**src/rtl/usr_pkg.sv**
```systemverilog
// Shared definitions for the universal shift register sequencer: mode-select
// encodings and the sequencer FSM state type.
package usr_pkg;

    localparam logic [1:0] USR_HOLD = 2'b00;
    localparam logic [1:0] USR_SHR  = 2'b01;
    localparam logic [1:0] USR_SHL  = 2'b10;
    localparam logic [1:0] USR_LOAD = 2'b11;

    typedef enum logic [1:0] {
        IDLE,
        LOAD,
        SHIFT,
        DONE
    } usr_seq_state_t;

endpackage

```
**src/rtl/usr_seq_core.sv**
```systemverilog
// WIDTH-bit universal shift register: hold, shift right, shift left or
// parallel load according to sel, with a single fill bit for shifts.
module usr_seq_core
    import usr_pkg::*;
#(
    parameter int WIDTH = 4
) (
    input  logic             clk,
    input  logic             rst,
    input  logic [1:0]       sel,
    input  logic             fill,
    input  logic [WIDTH-1:0] load_data,
    output logic [WIDTH-1:0] data
);

    always_ff @(posedge clk) begin
        if (rst) begin
            data <= '0;
        end else begin
            case (sel)
                USR_SHR:  data <= {fill, data[WIDTH-1:1]};
                USR_SHL:  data <= {data[WIDTH-2:0], fill};
                USR_LOAD: data <= load_data;
                default:  data <= data;
            endcase
        end
    end

endmodule

```
**src/rtl/usr_shift_sequencer.sv**
```systemverilog
// Command-driven sequencer stepping a USR through LOAD, cnt SHIFT cycles and
// a DONE pulse. Optional rotate mode via `define USR_SEQ_ROTATE_EN.
module usr_shift_sequencer
    import usr_pkg::*;
#(
    parameter int WIDTH = 4,
    parameter int CNT_W = 3
) (
    input  logic             clk,
    input  logic             rst,
    input  logic             cmd_valid,
    output logic             cmd_ready,
    input  logic [WIDTH-1:0] cmd_data,
    input  logic             cmd_dir,
    input  logic [CNT_W-1:0] cmd_cnt,
    input  logic             ser_in,
`ifdef USR_SEQ_ROTATE_EN
    input  logic             cmd_rot,
`endif
    output logic [1:0]       sel,
    output logic [WIDTH-1:0] data_out,
    output logic             busy,
    output logic             done
);

    usr_seq_state_t state;
    usr_seq_state_t state_next;

    logic [WIDTH-1:0] data_lat;
    logic             dir_lat;
    logic [CNT_W-1:0] cnt;
    logic             accept;
    logic             fill;

    // Ready is masked while rst is held so nothing is accepted in the reset cycle.
    assign cmd_ready = (state == IDLE) && !rst;
    assign accept    = cmd_valid && cmd_ready;

`ifdef USR_SEQ_ROTATE_EN
    logic rot_lat;

    always_ff @(posedge clk) begin
        if (rst) begin
            rot_lat <= 1'b0;
        end else if (accept) begin
            rot_lat <= cmd_rot;
        end
    end

    // Rotate recirculates the bit falling off the end being shifted away from.
    assign fill = rot_lat ? (dir_lat ? data_out[WIDTH-1] : data_out[0]) : ser_in;
`else
    assign fill = ser_in;
`endif

    always_ff @(posedge clk) begin
        if (rst) begin
            state   <= IDLE;
            dir_lat <= 1'b0;
            cnt     <= '0;
        end else begin
            state <= state_next;
            if (accept) begin
                dir_lat <= cmd_dir;
                cnt     <= cmd_cnt;
            end else if (state == SHIFT) begin
                cnt <= cnt - CNT_W'(1);
            end
        end
    end

    always_ff @(posedge clk) begin
        if (accept) begin
            data_lat <= cmd_data;
        end
    end

    always_comb begin
        state_next = state;
        sel        = USR_HOLD;
        busy       = 1'b0;
        done       = 1'b0;
        case (state)
            IDLE: begin
                if (accept) state_next = LOAD;
            end
            LOAD: begin
                sel        = USR_LOAD;
                busy       = 1'b1;
                state_next = (cnt != '0) ? SHIFT : DONE;
            end
            SHIFT: begin
                sel  = dir_lat ? USR_SHL : USR_SHR;
                busy = 1'b1;
                // Counter holds the shifts still to perform including this one.
                if (cnt == CNT_W'(1)) state_next = DONE;
            end
            DONE: begin
                busy       = 1'b1;
                done       = 1'b1;
                state_next = IDLE;
            end
            default: state_next = IDLE;
        endcase
    end

    usr_seq_core #(
        .WIDTH(WIDTH)
    ) u_core (
        .clk      (clk),
        .rst      (rst),
        .sel      (sel),
        .fill     (fill),
        .load_data(data_lat),
        .data     (data_out)
    );

endmodule

```
**config.mk**
```make
export PLATFORM = sky130hd
export DESIGN_NAME = usr_shift_sequencer
export DESIGN_NICKNAME = d
export VERILOG_FILES = /design/src/rtl/usr_pkg.sv /design/src/rtl/usr_seq_core.sv /design/src/rtl/usr_shift_sequencer.sv
export SDC_FILE = /design/constraint.sdc
export NUM_CORES = 1
export LEC_CHECK = 0
export CAP_MARGIN = 20
export CORE_MARGIN = 1.5
export CORE_UTILIZATION = 50
export CTS_CLUSTER_DIAMETER = 150
export DETAILED_ROUTE_END_ITERATION = 16
export GPL_ROUTABILITY_DRIVEN = 1
export GPL_TIMING_DRIVEN = 0
export PLACE_DENSITY = 0.8
export REMOVE_ABC_BUFFERS = 1
export SLEW_MARGIN = 20
export SYNTH_ARGS = -nofsm -noshare
export SYNTH_HDL_FRONTEND = slang
export SYNTH_SLANG_ARGS = --single-unit
```
**constraint.sdc**
```tcl
create_clock -name clk -period 4.2 [get_ports clk]
set_input_delay 0.63 -clock clk [delete_from_list [all_inputs] [get_ports clk]]
set_output_delay 0.63 -clock clk [all_outputs]
set_load 0.02 [all_outputs]
```
==> flow_summary.ini <==
[run_status]
status = completed

[timing]
relSlewSlack = 0.6927
setup_slack_ns = 1.370
rsz0062_at_grt = no
finalCritPeriodShare = 0.6738
skew_ns = 0.006071
finalHoldViolations = 0
fmax_mhz = 353.4
whs_ns = 0.5299
worstMarginPinSlew_ns = 0.4595
setup_viol = 0
final.min_clock_period_ns = 2.830
drv_slew = 0
fin_setup_tns_ns = 0

[global_routing]
antenna_found_initial = 0
track_usage = 0.1772
grt_pass1_wl_um = 2511
grt_pass1_vias = 614
grt_overflow_total = 0
grt_max_degree = 13

[synth]
yosys.area.top_type = dfxtp_1
synthTopCellsByArea = dfxtp_1 24%, edfxtp_1 15%, ha_1 14%
yosysSeqAreaShare = 0.3908
synth_area_um2 = 819.5
syn_avg_cell_area_um2 = 9.994
ys.warnings.count = 0
ys_ff_latch = 14
syn_inst = 82
ys_types = 30
synth_top_area_frac = 0.2443

[layout]
area_growth_pct = 27.02
final_nets = 124
fin_cells = 117
layout-drive-gt1-share = 0.1188
num_antenna_cells = 0
final_common_cell = clkdlybuf4s50_1
fin_area_um2 = 1041
regArea_um2 = 320.3
nFillCells = 129
fin_util = 0.6831
multi_input_area_um2 = 447.9
final_cell_mix = 20 x clkdlybuf4s50_1, 10 x nor2_1, 10 x dfxtp_1

[worst_hold_path]
hold_depth = 2
worstHoldStart = u_core.data[3]
min_to = u_core.data[3]
hold_path_class = reg2reg

[drt]
drt_iter0_drc = 4
vias = 641
final_antenna_net_count = 0
routed_via_density = 5.479
first_pass_iters = 4
finalWirelength_um = 1479
drc = 0
wl_per_cell_um = 12.64

[power]
power_density_nw_per_um2 = 712.6
vdd_drop_max_uv = 395.6
finalPower_mw = 0.7418
total_leakage_power_nw = 0.4155

[floorplan]
initial_core_util = 0.5378
dieWidth_um = 43.49
die_h_um = 43.49
dieArea_um2 = 1891
ios = 21
design.core.area_um2 = 1524
fp-row-count = 14

[place]
place_hpwl_um = 1133
placedCellCount = 114
place_area_um2 = 1018
port_buffers = 20
place.gp.congestion = 0.8598
pre_cts_ws_ns = 1.347

[critical_path]
start_kind = input port
startpoint = rst
worst_ep_arrival_time_ns = 2.20
r2r_cells = 5
crit_path_end_kind = output pin
required_ns = 3.57
r2r_start = state[1]
rrSetupSlack_ns = 2.60
worstPathMaxFanout = 12
r2r-end = u_core.data[3]
crit_type = in2out

[clocking]
numCtsBuffers = 3
clk_latency_ns = 0.28
clockBufferDepth = 2
ctsHoldBuffers = 0
cts_max_level = 1
post-cts-setup-buffer-count = 0
cts_tree = yes
cts.sinks = 14
cts_root_buf = clkbuf_4
clk_transition_reported_paths_ns = 0.09
cts_resized = 0

[flow_run]
cap_violations = 0
## power by group
part / total, mW / internal [mW] / switching [mW]
Sequential: 0.226 / 0.185 / 0.0405
Combinational: 0.440 / 0.209 / 0.232
Clock: 0.0760 / 0.0332 / 0.0428
## final cells by class
class,instances,share of cell area
well taps,16,0.01923
multi-input cells,56,0.4303
repair buffers,20,0.1923
inverters,8,0.02885
clock buffers,3,0.02163
flip-flops and latches,14,0.3077
## synth_stat cells
master,count
buf_2,1
o21ai_0,1
a21boi_0,1
clkbuf_1,1
o22ai_1,4
xnor2_1,1
inv_1,8
a22oi_4,1
o21ai_2,1
nor2_1,10
a21oi_1,2
buf_4,1
nand2_1,3
a221oi_2,1
nand3b_1,1
a211oi_1,6
clkbuf_2,1
nand2b_1,2
mux2i_1,2
xor2_1,1
mux2_2,4
dfxtp_1,10
nand2b_4,1
nor2b_1,1
edfxtp_1,4
o21a_1,1
nand2_2,1
nor3_1,1
and2b_1,1
ha_1,9
## kinds of logic (layout without fill, tap and decap cells)
family          Yosys count  count (layout)  synth area share
mux                       6               6           0.07939
flops                    14              14            0.3908
buf+inv                  12              31           0.06258
simple gates             21              21            0.1313
compound gates           18              18            0.1771
fa+ha+maj                 9               9            0.1374
xor+xnor                  2               2           0.02138
## layer usage
layer | part of all wire | global-route usage
met1 | 0.45 | 0.1937
met5 | 0 | 0
met2 | 0.50 | 0.3194
met4 | 0.012 | 0.06061
met3 | 0.042 | 0.05833
## worst max-delay path by stage
stage | to | slack [ns]
6_report | cmd_ready | 1.37
3_5_place_dp | cmd_ready | 1.35
4_1_cts | cmd_ready | 1.36
5_1_grt | cmd_ready | 1.29
2_1_floorplan | sel[0] | 2.17
3_3_place_gp | cmd_ready | 1.37
## registers in the layout, indices dropped and copies added, names as in the netlist
name / cells
data_lat: 4
u_core.data: 4
cnt: 3
state: 2
dir_lat: 1
## worst max-delay path, stage by stage
cell and delay [ns]:
clkdlybuf4s50_1 0.64, and2b_1 0.33, clkdlybuf4s50_1 0.60
Power figures use the tool's default switching activity.
